==> src/rtl/lpu_pkg.sv <==
`default_nettype none
// ============================================================================
// Module      : lpu_pkg
// Description : Shared constants for the load processing unit. Holds the
//               data width and the RISC-V load funct3 encodings.
// Revision    : 1.0 - initial release
// ============================================================================
package lpu_pkg;

  localparam int DATA_W = 32;

  localparam logic [2:0] F3_LB  = 3'b000;
  localparam logic [2:0] F3_LH  = 3'b001;
  localparam logic [2:0] F3_LW  = 3'b010;
  localparam logic [2:0] F3_LBU = 3'b100;
  localparam logic [2:0] F3_LHU = 3'b101;

endpackage : lpu_pkg
`default_nettype wire

==> src/rtl/load_extract.sv <==
`default_nettype none
// ============================================================================
// Module      : load_extract
// Description : Combinational load lane select and sign/zero extension for
//               LB/LH/LW/LBU/LHU, plus illegal-funct3 and misalignment
//               detection.
// Ports       : func3_i        - RISC-V load funct3
//               addr_offset_i  - effective address bits [1:0]
//               data_i         - raw little-endian word from data memory
//               result_o       - extended load result
//               illegal_o      - funct3 is not a load encoding
//               misaligned_o   - access not naturally aligned
// Macro       : LPU_MISALIGN_CHECK_EN - when defined, misaligned LH/LHU/LW
//               raise misaligned_o and force result_o to zero; otherwise
//               misaligned_o is tied low.
// Revision    : 1.0 - initial release
// ============================================================================
module load_extract
  import lpu_pkg::*;
(
  input  logic [2:0]        func3_i,
  input  logic [1:0]        addr_offset_i,
  input  logic [DATA_W-1:0] data_i,
  output logic [DATA_W-1:0] result_o,
  output logic              illegal_o,
  output logic              misaligned_o
);

  logic [7:0]        w_byte;
  logic [15:0]       w_half;
  logic [DATA_W-1:0] w_ext;
  logic              w_misaligned;

  // Byte lane selected by the full offset.
  always_comb begin
    w_byte = data_i[7:0];
    case (addr_offset_i)
      2'd0: w_byte = data_i[7:0];
      2'd1: w_byte = data_i[15:8];
      2'd2: w_byte = data_i[23:16];
      2'd3: w_byte = data_i[31:24];
      default: w_byte = data_i[7:0];
    endcase
  end

  // Halfword lane uses only offset bit 1; bit 0 does not move the lane.
  assign w_half = addr_offset_i[1] ? data_i[31:16] : data_i[15:0];

  always_comb begin
    w_ext     = '0;
    illegal_o = 1'b0;
    case (func3_i)
      F3_LB:   w_ext = {{24{w_byte[7]}}, w_byte};
      F3_LH:   w_ext = {{16{w_half[15]}}, w_half};
      F3_LW:   w_ext = data_i;
      F3_LBU:  w_ext = {24'b0, w_byte};
      F3_LHU:  w_ext = {16'b0, w_half};
      default: begin
        w_ext     = '0;
        illegal_o = 1'b1;
      end
    endcase
  end

`ifdef LPU_MISALIGN_CHECK_EN
  always_comb begin
    w_misaligned = 1'b0;
    if ((func3_i == F3_LH) || (func3_i == F3_LHU))
      w_misaligned = addr_offset_i[0];
    else if (func3_i == F3_LW)
      w_misaligned = (addr_offset_i != 2'b00);
  end
  assign result_o = w_misaligned ? '0 : w_ext;
`else
  assign w_misaligned = 1'b0;
  assign result_o     = w_ext;
`endif

  assign misaligned_o = w_misaligned;

endmodule : load_extract
`default_nettype wire

==> src/rtl/load_processing_unit.sv <==
`default_nettype none
// ============================================================================
// Module      : load_processing_unit
// Description : Valid-qualified output register around load_extract. Turns
//               the raw data-memory word into the architectural load result
//               one cycle after VALID_IN.
// Ports       : CLK, RESET_N (async active-low)
//               VALID_IN, FUNC3, ADDR_OFFSET, DATA_OUT    - load request
//               PROCESSED_DATA_OUT, VALID_OUT             - registered result
//               ILLEGAL_FUNC3, MISALIGNED                 - registered flags
// Macro       : LPU_MISALIGN_CHECK_EN - enables misalignment detection and
//               zero-forcing of misaligned results inside load_extract.
// Revision    : 1.0 - initial release
// ============================================================================
module load_processing_unit
  import lpu_pkg::*;
(
  input  logic              CLK,
  input  logic              RESET_N,
  input  logic              VALID_IN,
  input  logic [2:0]        FUNC3,
  input  logic [1:0]        ADDR_OFFSET,
  input  logic [DATA_W-1:0] DATA_OUT,
  output logic [DATA_W-1:0] PROCESSED_DATA_OUT,
  output logic              VALID_OUT,
  output logic              ILLEGAL_FUNC3,
  output logic              MISALIGNED
);

  logic [DATA_W-1:0] w_result;
  logic              w_illegal;
  logic              w_misaligned;

  logic [DATA_W-1:0] data_d,       data_q;
  logic              valid_d,      valid_q;
  logic              illegal_d,    illegal_q;
  logic              misaligned_d, misaligned_q;

  load_extract u_load_extract (
    .func3_i       (FUNC3),
    .addr_offset_i (ADDR_OFFSET),
    .data_i        (DATA_OUT),
    .result_o      (w_result),
    .illegal_o     (w_illegal),
    .misaligned_o  (w_misaligned)
  );

  // Data holds when idle; flags clear so stale errors never linger.
  always_comb begin
    data_d       = data_q;
    valid_d      = VALID_IN;
    illegal_d    = 1'b0;
    misaligned_d = 1'b0;
    if (VALID_IN) begin
      data_d       = w_result;
      illegal_d    = w_illegal;
      misaligned_d = w_misaligned;
    end
  end

  always_ff @(posedge CLK or negedge RESET_N) begin
    if (!RESET_N) begin
      data_q       <= '0;
      valid_q      <= 1'b0;
      illegal_q    <= 1'b0;
      misaligned_q <= 1'b0;
    end else begin
      data_q       <= data_d;
      valid_q      <= valid_d;
      illegal_q    <= illegal_d;
      misaligned_q <= misaligned_d;
    end
  end

  assign PROCESSED_DATA_OUT = data_q;
  assign VALID_OUT          = valid_q;
  assign ILLEGAL_FUNC3      = illegal_q;
  assign MISALIGNED         = misaligned_q;

endmodule : load_processing_unit
`default_nettype wire

==> config.mk <==
export PLATFORM = sky130hd
export DESIGN_NAME = load_processing_unit
export DESIGN_NICKNAME = d
export VERILOG_FILES = /design/src/rtl/lpu_pkg.sv /design/src/rtl/load_extract.sv /design/src/rtl/load_processing_unit.sv
export SDC_FILE = /design/constraint.sdc
export NUM_CORES = 1
export LEC_CHECK = 0
export BUFFER_PORTS_ARGS = -buffer_cell sky130_fd_sc_hd__buf_2
export CAP_MARGIN = 25
export CORE_UTILIZATION = 47
export CTS_CLUSTER_DIAMETER = 200
export DETAILED_ROUTE_END_ITERATION = 10
export HOLD_SLACK_MARGIN = 0.05
export PLACE_DENSITY = 0.83
export SYNTH_ARGS = -nofsm -noshare
export SYNTH_HDL_FRONTEND = slang
export SYNTH_HIERARCHICAL = 1
export SYNTH_SLANG_ARGS = --single-unit
==> constraint.sdc <==
create_clock -name CLK -period 0.9 [get_ports CLK]
set_clock_uncertainty 0.15 [all_clocks]
set_input_delay 0.18 -clock CLK [delete_from_list [all_inputs] [get_ports CLK]]
set_output_delay 0.18 -clock CLK [all_outputs]
set_load 0.05 [all_outputs]
# Word level (Yosys, flattened, before mapping)
# Index checks and enable logic that the tools add are counted.
[word_totals]
input_bits = 40
register_bits = 34
output_inout_bits = 35
word_cells = 18
[op_classes]
muxes = 5
eq_ne = 7
n_reduce_logical = 3
[ops]
columns = ["op", "n"]
rows = [
  ["$pmux W32 S5", 1],
  ["$pmux W8 S4", 1],
  ["$mux W16", 1],
  ["$eq A3 B3 Y1 const B", 2],
  ["$reduce_or A5 Y1", 1],
  ["$eq A2 B2 Y1 const B", 2],
  ["$eq A3 B1 Y1 const B", 1],
  ["$eq A3 B2 Y1 const B", 1],
  ["$logic_not A3 Y1", 1],
  ["$eq A2 B1 Y1 const B", 1],
  ["$logic_not A2 Y1", 1],
  ["$mux W1", 2],
]

# Longest topological paths before layout
# Gate-level depths: netlist of the first run.
[logic_depth]
ltp_word = 4
mapped_depth = 8
mapped_depth_nobuf = 5

# Hierarchy
# Netlist of the first run, hierarchy kept.
[by_module_without_submodules]
columns = ["module", "seq_area_each_um2", "cells_per_inst", "n_inst", "area_per_inst_um2"]
rows = [
  ["load_processing_unit", 875.8, 73, 1, 1420.1],
  ["load_extract", 0.0, 104, 1, 755.7],
]

# Least setup slack after synthesis of the first run
# No wires, ideal clock.
[synth_timing]
kind = "input to register"
from = "in ADDR_OFFSET[1]"
to = "reg data_q[15] (netlist: PROCESSED_DATA_OUT[15])"
stages = 6
required_time_ns = 0.625
setup_ns = 0.125
arrival_ns = 1.555
setup_slack_ns = -0.930
path_buffers = 2
cell_sequence = "buf_6 > mux4_2 > and3_4 > buf_6 > a311o_1 > mux2_4"
[synth_via]
elab_chain_cells = 3
elab_cells_between_ends = 7
classes_between = "eq/ne (3); mux (3); reduce/logical (1)"
[synth_rtl]
columns = ["element", "line_no", "text"]
rows = [
  ["start, declared", "load_processing_unit.sv:22", "input logic [1:0] ADDR_OFFSET,"],
  ["$eq A2 B2 Y1 (tied with other cells)", "load_extract.sv:37", "case (addr_offset_i)"],
  ["$pmux W8 S4", "load_extract.sv:37", ""],
  ["$pmux W32 S5 *", "load_extract.sv:52", "case (func3_i)"],
  ["named net w_result[15]", "load_processing_unit.sv:30", "logic [DATA_W-1:0] w_result;"],
  ["end signal, assigned", "load_processing_unit.sv:68", "data_q <= data_d;"],
  ["end, declared", "load_processing_unit.sv:34", "logic [DATA_W-1:0] data_d, data_q;"],
]
# The timed path passes the listed nets; every way through them passes the cells marked *.
# A chain may end at the register's enable or synchronous reset.

# Worst setup path after layout of the first run
# Same ends and word-level chain as after synthesis.

==> results.toml, run 1 <==
[outcome]
status = "complete, but fails checks"
violations = "negative setup slack"

[sta]
drv_slew = 0
fin_crit_ns = 1.557
tightest_slew_ns = 0.5095
fmax_ghz = 0.6424
setup_viol = 68
finalHoldViolCount = 0
slew_headroom_pct = 66.03
rsz0062_at_grt = "yes"
whs_ns = 0.09183
setup_ws_ns = -0.6567
period_share_pct = 173.0

[final_layout]
final_common_cell = "buf_4"
multi_input_area_sq_um = 1300
final_nets = 352
design_area_sq_um = 3761
regArea_sq_um = 918.4
final_cell_mix = "buf_4 (45), buf_6 (43), mux2_4 (35), buf_2 (35), dfrtp_2 (34)"
num_antenna_cells = 0
drive_above_1_share_pct = 79.23
fillerInstances = 182
synthToLayoutAreaGrowth_pct = 72.86

[routing]
vias = 2190
first_iter_violations = 196
drt_first_pass_iters = 4
wire_per_inst_um = 24.83
drc = 0
ant_nets = 0
viasPerCell = 6.000
routed_wl_mm = 9.064

[worst_setup_path]
cp_max_fo = 8
r2r_end = "PROCESSED_DATA_OUT[16]"
criticalPathCategory = "in -> reg"
crit_arrival_ns = 1.60
startpoint_type = "input port"
slowest_stage = "mux4_2"
crit_required_ns = 0.94
path_cells = "buf_12, mux4_2, and3_4, a311o_1, mux2_4"
rr_startpoint = "PROCESSED_DATA_OUT[16]"
rr_worst_depth = 3
cp-end-kind = "register"
cpPeakStageDelay_ns = 0.51
r2r_setup_slack_ns = -0.30

[yosys]
syn-num-nets = 217
synthFlopType = "dfrtp_1"
syn_area_per_cell_sq_um = 12.29
yosysSeqAreaShare_pct = 40.25
synth_cell_types = 31
synth-edff-count = 0
synth_seq_cells = 35
netlist_area_sq_um = 2176
yosysWarnings = 6
syn_inst = 177
synthArstFlopShare_pct = 100.0

[clock_network]
htree_levels = 2
cts-root-buf = "clkbuf_8"
clock_latency_ns = 0.29
numCtsBuffers = 5
cts_buffer_depth = 2
cts.sinks = 35
cts_tree = "yes"
cts.clk_slew.worst_paths_ns = 0.08

[worst_hold_path]
hold_depth = 3
hold_path.class = "in -> reg"
hp-start = "DATA_OUT[29]"
hold_end = "PROCESSED_DATA_OUT[29]"

[placed_design]
dp_hpwl_mm = 4.125
gp_congestion = 0.9023
io_buffers = 74
place_area_sq_um = 2831

[flow_run]
cap_viol_max_count = 0

[grt]
grt_use_total_pct = 30.74
grt_pass1_vias = 2220
grt_first_pass_wirelength_mm = 11.39
grt_max_degree = 20
antenna_found_initial = 0
overflow = 0

[floorplan]
ios = 75
fp.dieW_um = 70.04
start_util_pct = 49.29
rows = 24
fp.dieH_um = 70.04
dieArea_sq_um = 4906
core_sq_um = 4414

[power_and_ir_drop]
peakVddDrop_mv = 0.9180
p_leak_nw = 1.918
powerDensity_nw_per_um2 = 1582
-- per-layer routing --
layer  routed length [um]  vias to the layer above  part of all wire, %  track usage (%)
met1                 3382                     1069                   37            35.76
met4                  566                        0                  6.2            14.89
met5                    0                        -                    0                0
met2                 4364                      157                   48            52.14
li1                     -                      907                    -                -
met3                  751                       57                  8.3            8.369
-- power breakdown --
| group | internal, mW | leakage, nW | switching [mW] |
|---|---|---|---|
| Combinational | 1.19 | 1.45 | 1.32 |
| Clock | 0.897 | 0.0612 | 0.608 |
| Sequential | 1.78 | 0.407 | 0.159 |
| Total | 3.87 | 1.92 | 2.08 |
-- cell families after synthesis --
group | synth area share, %
AND/OR/NAND/NOR | 6.785
buffers and inverters | 6.900
AO/OA/AOI/OAI | 15.81
flip-flops | 40.25
multiplexers | 30.07
other | 0.1723
-- worst max path at each step --
| stage | startpoint | endpoint | slack (ns) |
|---|---|---|---|
| 2_1_floorplan | ADDR_OFFSET[1] | PROCESSED_DATA_OUT[15] | -0.89 |
| 3_3_place_gp | ADDR_OFFSET[1] | PROCESSED_DATA_OUT[12] | -0.92 |
| 3_5_place_dp | ADDR_OFFSET[1] | PROCESSED_DATA_OUT[12] | -0.95 |
| 4_1_cts | ADDR_OFFSET[1] | PROCESSED_DATA_OUT[12] | -0.55 |
| 5_1_grt | FUNC3[0] | PROCESSED_DATA_OUT[15] | -0.64 |
| 6_report | ADDR_OFFSET[1] | PROCESSED_DATA_OUT[15] | -0.66 |
-- worst max-delay path: cells and delay by family --
kind                   cells  cell delay, ns
multiplexers               2            0.78
AO/OA/AOI/OAI              1            0.32
AND/OR/NAND/NOR            1            0.21
buffers and inverters      1            0.10
-- final cells by class --
type | count | share of cell area [%]
multi-input combinational | 124 | 34.56
sequential | 35 | 24.42
timing repair buffer | 144 | 35.96
clock buffer | 6 | 2.196
inverter | 2 | 0.1996
tap | 52 | 1.730
clock inverter | 2 | 0.9315
-- registers in the layout, indices dropped and copies added (netlist names) --
register and flops:
ILLEGAL_FUNC3 1, MISALIGNED 1, PROCESSED_DATA_OUT 32, VALID_OUT 1
-- cells in the mapped netlist (all sizes together), types with 3 or more instances --
| cell type | instances | area, sq um |
|---|---|---|
| a21oi | 7 | 35.03 |
| a221o | 7 | 70.07 |
| nand2 | 9 | 33.78 |
| mux2 | 40 | 559.3 |
| o21ai | 5 | 25.02 |
| dfrtp | 35 | 875.8 |
| nor3 | 3 | 15.01 |
| o21a | 3 | 22.52 |
| nor2 | 11 | 43.80 |
| clkbuf | 4 | 15.01 |
| buf | 12 | 127.6 |
| mux2i | 5 | 50.05 |
| nor2b | 4 | 25.02 |
| a21o | 16 | 120.1 |
-- what timing repair did --
item / 4_1_cts / 5_1_grt
endpoints found under the hold margin: 36 / 0
buffers inserted: 19 / 12
cloned: 2 / 1
pin swaps: 10 / 19
endpoints found under the setup margin: 67 / 68
resized for setup: 99 / 47
hold buffers: 2 / 0
-- through the flow --
stage | total power [mW] | setup slack [ns] | utilization [%] | instances | TNS, ns
final | 5.949 | -0.6567 | 85.20 | 365 | -27.20
after global routing | 6.119 | -0.6411 | 85.20 | 365 | -27.96
after global placement | 3.620 | -0.9205 | 64.14 | 321 | -28.18
after floorplan | 3.133 | -0.8926 | - | 177 | -22.19
after detailed placement | 3.651 | -0.9513 | 64.14 | 321 | -29.33
after CTS | 5.664 | -0.5540 | 79.48 | 352 | -25.19
Power figures use the tool's default switching activity.
==> run 2, diff against run 1 <==
--- a/config.mk
+++ b/config.mk
@@ -12,6 +12,7 @@
 export DETAILED_ROUTE_END_ITERATION = 10
 export HOLD_SLACK_MARGIN = 0.05
 export PLACE_DENSITY = 0.83
+export SETUP_SLACK_MARGIN = 0.02
 export SYNTH_ARGS = -nofsm -noshare
 export SYNTH_HDL_FRONTEND = slang
 export SYNTH_HIERARCHICAL = 1
==> results.toml, run 2 (synthesis gave the netlist of run 1 again) <==
[sta]
setup_viol = 68
fin_crit_ns = 1.525
whs_ns = -0.04367
drv_slew = 0
finalHoldViolCount = 1
setup_ws_ns = -0.6251
period_share_pct = 169.5
fmax_ghz = 0.6557
rsz0062_at_grt = "yes"

[worst_setup_path]
criticalPathCategory = "in -> reg"
rr_startpoint = "PROCESSED_DATA_OUT[16]"
crit_family = "multiplexers"
cp_max_fo = 8
cp-end-kind = "register"
crit_required_ns = 0.93
crit_arrival_ns = 1.55
cpPeakStageDelay_ns = 0.49
r2r_setup_slack_ns = -0.31
critPathBufInv = 1
slowest_stage = "mux4_2"
startpoint_type = "input port"
rr_worst_depth = 3
path_cells = "buf_12, mux4_2, and3_4, a221o_1, mux2_4"
r2r_end = "PROCESSED_DATA_OUT[16]"

[final_layout]
largest_reg_flops = 32
final_nets = 351
synthToLayoutAreaGrowth_pct = 72.40
num_antenna_cells = 0
final_cell_mix = "buf_4 (45), buf_6 (43), mux2_4 (35), buf_2 (35), dfrtp_2 (34)"
design_area_sq_um = 3751
drive_above_1_share_pct = 79.49
final_common_cell = "buf_4"
stdcell_count = 364

[floorplan]
start_util_pct = 49.29
ios = 75
fp.dieH_um = 70.04
core_sq_um = 4414
rows = 24
fp.dieW_um = 70.04
dieArea_sq_um = 4906

[worst_hold_path]
hold_end = "VALID_OUT"
hp-start = "VALID_IN"
hold_depth = 1
hold_path.class = "in -> reg"

[grt]
grt_first_pass_wirelength_mm = 11.40
antenna_found_initial = 0
grt_pass1_vias = 2221
overflow = 0
grt_use_total_pct = 30.74
grt_max_degree = 20

[power_and_ir_drop]
powerDensity_nw_per_um2 = 1584
power_mw = 5.942
peakVddDrop_mv = 0.8781
p_leak_nw = 1.914

[clock_network]
cts.clk_slew.worst_paths_ns = 0.07
cts_tree = "yes"
numCtsBuffers = 5
clock_latency_ns = 0.29
htree_levels = 2
cts-root-buf = "clkbuf_8"
cts-hold-fix-buffers = 1
cts_buffer_depth = 2
cts.sinks = 35

[routing]
ant_nets = 0
wire_per_inst_um = 24.08
viasPerCell = 6.005
drc = 0
routed_wl_mm = 8.764
first_iter_violations = 165
vias = 2186
drt_first_pass_iters = 5

[placed_design]
gp_congestion = 0.9023
place_area_sq_um = 2831
dp_hpwl_mm = 4.125
dpl.cell_count = 321
io_buffers = 74

[outcome]
violations = "negative hold slack, negative setup slack"
status = "complete, but fails checks"

[flow_run]
cap_viol_max_count = 0
run 2: changes by cell type in the layout (fill, tap and decap cells not counted), sizes merged:
cell         change
dlygate4sd3      -1
run 2: layer usage:
metal	wire length, um	global-route usage (%)	up-vias
met5	0	0	-
met1	3247	35.76	1068
met3	734	8.369	58
li1	-	-	908
met2	4245	52.14	152
met4	536	14.89	0
run 2: stage by stage:
step / utilization [%] / TNS, ns / worst slack, ns
after CTS: 79.25 / -25.19 / -0.5540
after detailed placement: 64.14 / -29.33 / -0.9513
after global routing: 84.98 / -27.81 / -0.6202
final: 84.98 / -26.84 / -0.6251
after floorplan: - / -22.19 / -0.8926
after global placement: 64.14 / -28.18 / -0.9205
run 2: how the worst max path moves through the flow:
stage                         startpoint                     end  cells past startpoint
final                     ADDR_OFFSET[1]   PROCESSED_DATA_OUT[9]                      5
after global routing      ADDR_OFFSET[1]   PROCESSED_DATA_OUT[9]                      5
after CTS                 ADDR_OFFSET[1]  PROCESSED_DATA_OUT[12]                      5
after detailed placement  ADDR_OFFSET[1]  PROCESSED_DATA_OUT[12]                      5
after global placement    ADDR_OFFSET[1]  PROCESSED_DATA_OUT[12]                      5
after floorplan           ADDR_OFFSET[1]  PROCESSED_DATA_OUT[15]                      6
run 2: layout make-up:
class | count | area (sq um)
clock buffers | 6 | 82.58
clock inverters | 2 | 35.03
fillers | 187 | 663.1
inverters | 2 | 7.507
multi-input cells | 124 | 1300
flip-flops and latches | 35 | 918.4
well taps | 52 | 65.06
repair buffers | 143 | 1343
run 2: report_power, final:
part | leakage (nW) | internal (mW) | switching [mW]
clock network | 0.0612 | 0.897 | 0.622
logic | 1.45 | 1.19 | 1.30
registers | 0.407 | 1.78 | 0.157
total | 1.91 | 3.86 | 2.08
run 2: repair_timing:
action / 4_1_cts / 5_1_grt
hold endpoints to repair: 36 / 1
endpoints found under the setup margin: 67 / 68
gates resized for setup: 99 / 47
cloned: 2 / 1
pin swaps: 10 / 19
setup buffers: 19 / 12
